[config.mk]
export PLATFORM = sky130hd
export DESIGN_NAME = stopwatch_unit
export DESIGN_NICKNAME = d
export VERILOG_FILES = /design/src/rtl/stopwatch_unit.sv
export SDC_FILE = /design/constraint.sdc
export NUM_CORES = 1
export LEC_CHECK = 0
export CORE_MARGIN = 3
export CORE_UTILIZATION = 30
export CTS_BUF_LIST = sky130_fd_sc_hd__clkbuf_8
export CTS_CLUSTER_SIZE = 40
export DETAILED_ROUTE_END_ITERATION = 7
export PLACE_DENSITY_LB_ADDON = 0.2
export SYNTH_ARGS = -nofsm -noshare
export SYNTH_HDL_FRONTEND = slang
export SYNTH_SLANG_ARGS = --single-unit
[constraint.sdc]
create_clock -name clock -period 4.7 [get_ports clock]
set_clock_uncertainty 0.05 [all_clocks]
set_input_delay 1.175 -clock clock [delete_from_list [all_inputs] [get_ports clock]]
set_output_delay 1.175 -clock clock [all_outputs]
set_load 0.03 [all_outputs]
[src/rtl/stopwatch_unit.sv]
// Hundredths-resolution stopwatch: synchronised start/stop, clear and lap keys,
// 00:00.00 .. 99:59.99 counting with a lap freeze of the displayed time.
module stopwatch_unit #(
   parameter int CLK_FREQ = 50000000,
   parameter int TICK_HZ  = 100
) (
   input  logic       clock,
   input  logic       reset_n,
   input  logic       start_stop,
   input  logic       clear,
   input  logic       lap,
   output logic [6:0] stopwatch_unit_mins,
   output logic [5:0] stopwatch_unit_secs,
   output logic [6:0] stopwatch_unit_decs,
   output logic       running,
   output logic       lap_active,
   output logic       rollover
);

   localparam int TICKS = CLK_FREQ / TICK_HZ;
   localparam int PW    = (TICKS > 2) ? $clog2(TICKS) : 1;
   localparam logic [PW-1:0] PS_MAX = PW'(TICKS - 1);

   typedef enum logic [1:0] {IDLE, RUNNING, PAUSED} state_t;

   state_t      state;
   logic [PW-1:0] presc;
   logic [6:0]  tm_mins;
   logic [5:0]  tm_secs;
   logic [6:0]  tm_decs;
   logic        lap_hold;
   logic        wrap;

   logic [2:0]  key_sync1;
   logic [2:0]  key_sync2;
   logic [2:0]  key_prev;
   logic [2:0]  key_armed;
   logic [1:0]  fill;
   logic [2:0]  events;
   logic        ev_ss;
   logic        ev_clr;
   logic        ev_lap;
   logic        tick;
   logic        at_max;

   // A key only arms after a genuine low sample, so one held through reset stays silent.
   always_ff @(posedge clock or negedge reset_n) begin
      if (!reset_n) begin
         key_sync1 <= '0;
         key_sync2 <= '0;
         key_prev  <= '0;
         key_armed <= '0;
         fill      <= '0;
      end else begin
         key_sync1 <= {lap, clear, start_stop};
         key_sync2 <= key_sync1;
         key_prev  <= key_sync2;
         fill      <= {fill[0], 1'b1};
         key_armed <= key_armed | (~key_sync2 & {3{fill[1]}});
      end
   end

   assign events = key_sync2 & ~key_prev & key_armed;
   assign ev_ss  = events[0];
   assign ev_clr = events[1];
   assign ev_lap = events[2];

   assign tick   = (state == RUNNING) && (presc == PS_MAX);
   assign at_max = (tm_decs == 7'd99) && (tm_secs == 6'd59) && (tm_mins == 7'd99);

   always_ff @(posedge clock or negedge reset_n) begin
      if (!reset_n) begin
         state               <= IDLE;
         presc               <= '0;
         tm_mins             <= '0;
         tm_secs             <= '0;
         tm_decs             <= '0;
         lap_hold            <= 1'b0;
         wrap                <= 1'b0;
         stopwatch_unit_mins <= '0;
         stopwatch_unit_secs <= '0;
         stopwatch_unit_decs <= '0;
         running             <= 1'b0;
         lap_active          <= 1'b0;
         rollover            <= 1'b0;
      end else begin
         wrap       <= 1'b0;
         running    <= (state == RUNNING);
         lap_active <= lap_hold;
         rollover   <= wrap;
         if (!lap_hold) begin
            stopwatch_unit_mins <= tm_mins;
            stopwatch_unit_secs <= tm_secs;
            stopwatch_unit_decs <= tm_decs;
         end

         case (state)
            IDLE: begin
               if (ev_clr) begin
                  presc    <= '0;
                  tm_mins  <= '0;
                  tm_secs  <= '0;
                  tm_decs  <= '0;
                  lap_hold <= 1'b0;
               end else if (ev_ss) begin
                  state <= RUNNING;
               end
            end
            RUNNING: begin
               // A tick coinciding with start_stop is still counted before pausing.
               if (tick) begin
                  presc <= '0;
                  wrap  <= at_max;
                  if (tm_decs == 7'd99) begin
                     tm_decs <= '0;
                     if (tm_secs == 6'd59) begin
                        tm_secs <= '0;
                        tm_mins <= (tm_mins == 7'd99) ? 7'd0 : tm_mins + 7'd1;
                     end else begin
                        tm_secs <= tm_secs + 6'd1;
                     end
                  end else begin
                     tm_decs <= tm_decs + 7'd1;
                  end
               end else begin
                  presc <= presc + PW'(1);
               end
               if (ev_ss)  state    <= PAUSED;
               if (ev_lap) lap_hold <= !lap_hold;
            end
            PAUSED: begin
               if (ev_clr) begin
                  state    <= IDLE;
                  presc    <= '0;
                  tm_mins  <= '0;
                  tm_secs  <= '0;
                  tm_decs  <= '0;
                  lap_hold <= 1'b0;
               end else begin
                  if (ev_ss)             state    <= RUNNING;
                  if (ev_lap && lap_hold) lap_hold <= 1'b0;
               end
            end
            default: state <= IDLE;
         endcase
      end
   end

endmodule
==> metrics, run 1 <==
syn_nets=346; postcts setup bufs=0; Die H=116 um; RePlAce Congestion=0.850; worst hold start=fill[0]$_DFF_PN0_; synth top area cells=dfrtp_1 56%, mux2_2 5.9%, nand2_1 3.8%; critical path launch point=running$_DFF_PN0_; Synth Flop Type=dfrtp_1; Synth-to-Final Area Change=17.8%; vias in the first global route=2609; I/O pins=28; Fmax=384 MHz; maximum capacitance violations=0; cell taking the most area after synthesis=dfrtp_1; simple-gate share of the synthesized area=19.2%; Setup CP Type=reg -> out; Row Count=39; Yosys top cell area share=55.6%; DIE AREA=13400 um^2; worst vdd ir=0.000189 V; CTS H-tree depth=3; Mapped Cells=337; initial antenna violation count=0; Root Buffer=clkbuf_8; Worst setup EP type=primary output; gr ovfl total=0; Top Family by Delay on Critical Path=buffers and inverters; post-DR vias/cell=5.12; post-CTS sizing=0; core area=11600 um^2; syn_area_per_cell=10.7 um^2; Synth async-reset ratio=100%; yosys warns=0; hpwl dp=4.91 mm; CP Launch Type=register; gr usage total=12.0%; ANT cells=0; worst r2r src=tm_decs[0]$_DFFE_PN0P_; slew margin rel.=32.1%; Clock transition at path regs=80 ps; crit-path max cell delay=670 ps; setup violators final=0; Final #Nets=374; iteration count of the initial detailed-routing pass=4; Synth Area in Compound Gates=14.8%; RSZ-0062 raised after global routing=no; final hold viol count=0; Num CTS Buffers=9; critical path cell sequence=clkdlybuf4s50_1; Critical R2R Capture=tm_mins[4]$_DFFE_PN0P_; WHS Endpoint=fill[1]$_DFF_PN0_; Netlist cell types=44; Cells on Worst Hold Path=0; DRC viols=0; CP max-delay cell=clkdlybuf4s50_1; Hold Crit Class=reg -> reg; CTS max path bufs=2; first-pass GRT wire length=12.9 mm; reg2reg path depth=6; Min Clock Period, post-route=2600 ps; Adder-Cell Fraction of Synth Area=1.39%; CTS Hold Bufs=0; XOR/XNOR share of the synthesized area=0.729%; DR iter-0 viols=182; Wirelength per Cell=14.1 um; Leak=1.79 nW; post-synthesis mux area share=6.22%; largest family of logic cells by synthesized area=simple AND/OR/NAND/NOR gates; WP buf/inv=1; FF-to-FF setup slack=2260 ps; clk sinks=80; CTS tree=yes; power per cell area=414 nW/um^2; Die X=116 um; Setup WS post-layout=2100 ps; commonest non-fill, non-tap cell in the layout=dfrtp_1; Cell Area, Synth=3600 um^2; DR vias=2626; largest net degree at the start of global routing=81; worst skew pair latency=350 ps; count of final max-slew check failures=0; commonest cells after routing, fill and taps aside=80 x dfrtp_1, 36 x nand2_1, 27 x o21ai_0, 26 x clkdlybuf4s50_1, 19 x mux2_2; status=complete, no violations; Post-synth EDFFs=0; port bufs=27; sequential fraction of the synthesis area=55.6%; synthesized flop and latch total=80; remaining antenna violation count=0; WP data arrival=1380 ps; layout cells sized above 1=11.6%; Slew @ Worst Pin=1020 ps; final worst-path cycle share=55.3%; dpl ws=2250 ps; utilization after layout=36.7%; setup total negative slack=0 ps; Starting Density=31.2%; Req. time, crit path=3470 ps; worst-path fanout max=1; aggregate routed wire length=7.24 mm
==> power breakdown <==
part	switching [mW]	internal, mW	leakage [nW]
clock	0.245	0.327	0.117
sequential	0.100	0.751	1.06
combinational	0.192	0.142	0.610
==> cell families (layout without fill, tap and decap cells) <==
| logic type | Yosys count | count (layout) |
|---|---|---|
| AOI/OAI and AO/OA | 83 | 83 |
| xor gates and xnor gates | 3 | 3 |
| adders and majority gates | 4 | 4 |
| buffers and inverters | 19 | 52 |
| DFF | 80 | 80 |
| muxes | 20 | 20 |
| other | 1 | 1 |
| and+or+nand+nor | 127 | 127 |
==> worst max path at each step <==
stage                        endpoint  depth (start not counted)  slack, ps
2_1_floorplan   presc[16]$_DFFE_PN0P_                          7       2620
3_3_place_gp   tm_mins[6]$_DFFE_PN0P_                          6       2410
3_5_place_dp   tm_mins[4]$_DFFE_PN0P_                          6       2250
4_1_cts                       running                          1       2060
5_1_grt        tm_mins[6]$_DFFE_PN0P_                          6       1940
6_report                      running                          1       2100
==> sequential cells by signal (all words and copies together), names as in the netlist, 6 cells and up <==
| name | flops |
|---|---|
| presc | 19 |
| stopwatch_unit_decs | 7 |
| stopwatch_unit_mins | 7 |
| tm_decs | 7 |
| tm_mins | 7 |
| stopwatch_unit_secs | 6 |
| tm_secs | 6 |
==> metal layers <==
metal	share of wire, %	global-route usage, %
met2	44	17.8
met3	4.1	2.72
met5	0	0
met1	50	17.0
met4	1.5	4.93
==> area by class of cell <==
type | instances | area, um^2
clock inverter | 5 | 80.1
clock buffer | 11 | 151
sequential | 80 | 2000
fill | 1122 | 7320
tap | 143 | 179
timing repair buffer | 28 | 275
inverter | 8 | 30.0
multi-input combinational | 238 | 1530
==> synthesized netlist by cell type (all sizes together), types with 5 or more instances <==
master / number
dfrtp: 80
inv: 8
clkbuf: 11
nor3: 6
and3: 6
o31ai: 12
nand2b: 9
nor2: 15
nor4: 6
nand2: 36
nand3: 18
nor2b: 9
o21ai: 27
mux2: 19
nand4: 7
a21oi: 12
a31oi: 15
a41oi: 5
==> stage by stage <==
stage | total power, mW | std cells | hold slack, ps | cell area (um^2)
4_1_cts | 1.79 | 513 | 304 | 4250
5_1_grt | 1.87 | 513 | 310 | 4250
2_1_floorplan | 1.08 | 337 | 281 | 3600
6_report | 1.76 | 513 | 301 | 4250
3_3_place_gp | 1.20 | 497 | 284 | 4020
3_5_place_dp | 1.21 | 497 | 285 | 4020
Power figures use the tool's default switching activity.
==> run 2, diff against run 1 <==
Clock period 4.7 ns to 2.55 ns, I/O delays scaled along.
==> metrics, run 2 (same netlist as run 1, synthesis figures left out) <==
Setup CP Type=reg -> reg; final hold slack=198 ps; Synth-to-Final Area Change=19.0%; first-pass GRT wire length=12.7 mm; gr usage total=11.9%; Wirelength per Cell=14.0 um; maximum capacitance violations=0; dpl ws=307 ps; port bufs=27; Slew @ Worst Pin=781 ps; Setup WS post-layout=296 ps; worst setup path end=tm_mins[3]$_DFFE_PN0P_; Fmax=444 MHz; post-CTS sizing=0; RSZ-0062 raised after global routing=no; Row Count=39; DIE AREA=13400 um^2; ANT cells=0; post-route insts no fill=521; Die H=116 um; CTS Hold Bufs=0; initial antenna violation count=0; largest net degree at the start of global routing=43; CP Launch Type=register; Reg power frac=47.6%; Die X=116 um; CP max-delay cell=or3_1; CTS tree=yes; CTS max path bufs=2; RePlAce Congestion=0.778; gr ovfl total=0; critical path launch point=presc[0]$_DFFE_PN0P_; slew margin rel.=47.2%; worst vdd ir=0.000250 V; WP buf/inv=0; Final #Nets=382; critical path cell sequence=ha_1, and4_1, and3_1, a31oi_4, or3_1, o31ai_1; final hold viol count=0; DR iter-0 viols=121; commonest cells after routing, fill and taps aside=80 x dfrtp_1, 36 x nand2_1, 27 x o21ai_0, 26 x clkdlybuf4s50_1, 19 x mux2_2; DR vias=2656; worst r2r src=presc[0]$_DFFE_PN0P_; post-DR vias/cell=5.10; Largest Register=presc; commonest non-fill, non-tap cell in the layout=dfrtp_1; iteration count of the initial detailed-routing pass=4; reg2reg path depth=6; final worst-path cycle share=88.4%; Starting Density=31.2%; cell-internal power=2.15 mW; DRC viols=0; CTS H-tree depth=3; layout cells sized above 1=13.2%; switching power=0.990 mW; Worst setup EP type=register; setup violators final=0; FF-to-FF setup slack=300 ps; clk sinks=80; Hold Crit Class=in -> async; hpwl dp=5.04 mm; clock share of power=29.5%; status=complete, no violations; Largest register FFs=19; sw frac=31.5%; Top Family by Delay on Critical Path=simple AND/OR/NAND/NOR gates; count of final max-slew check failures=0; Clock transition at path regs=80 ps; Req. time, crit path=2740 ps; Min Clock Period, post-route=2250 ps; aggregate routed wire length=7.27 mm; Num CTS Buffers=9; worst-path fanout max=9; postcts setup bufs=0; Comb pwr share=22.9%; Leak=1.82 nW; fill cell count=1161; Critical R2R Capture=tm_mins[3]$_DFFE_PN0P_; placed cell count=505; setup total negative slack=0 ps; Pwr Total=3.14 mW; crit-path max cell delay=490 ps; WP data arrival=2450 ps; power per cell area=733 nW/um^2; Crit path depth=6; I/O pins=28; core area=11600 um^2; remaining antenna violation count=0; vias in the first global route=2636; Root Buffer=clkbuf_8; worst skew pair latency=360 ps
==> run 2: worst min-delay path by stage <==
stage                            from                     end  slack [ps]  cells past startpoint
detailed placement  fill[0]$_DFF_PN0_       fill[1]$_DFF_PN0_         290                      0
CTS                           reset_n  tm_secs[2]$_DFFE_PN0P_         210                      1
global placement    fill[0]$_DFF_PN0_       fill[1]$_DFF_PN0_         280                      0
floorplan           fill[0]$_DFF_PN0_       fill[1]$_DFF_PN0_         280                      0
finish                        reset_n  tm_mins[1]$_DFFE_PN0P_         200                      1
global route                  reset_n          wrap$_DFF_PN0_         220                      1
==> run 2: power groups by stage <==
stage               Combinational (mW)  Sequential (mW)  Clock, mW
finish                           0.720             1.50      0.925
global route                     0.811             1.52       1.03
CTS                              0.735             1.50      0.967
detailed placement               0.732             1.52          0
global placement                 0.726             1.52          0
floorplan                        0.418             1.57          0
==> run 2: final cells by class <==
type	count	area [um^2]	share of cell area, %
multi-input combinational	238	1530	35.7
clock inverter	6	61.3	1.43
sequential	80	2000	46.7
clock buffer	10	138	3.21
timing repair buffer	36	348	8.11
inverter	8	30.0	0.701
tap	143	179	4.17
==> run 2: stage by stage <==
| step | cell area [um^2] | util (%) |
|---|---|---|
| 2_1_floorplan | 3600 | - |
| 3_3_place_gp | 4090 | 35.3 |
| 3_5_place_dp | 4090 | 35.3 |
| 4_1_cts | 4290 | 37.1 |
| 5_1_grt | 4290 | 37.1 |
| 6_report | 4290 | 37.1 |
==> run 2: layer usage <==
layer  wire length, um  track usage [%]  vias up  part of all wire, %
li1                  -                -     1316                    -
met1              3570             15.6     1286                   49
met2              3310             18.9       45                   46
met3               262             3.19        9                  3.6
met4               124             4.69        0                  1.7
met5                 0                0        -                    0
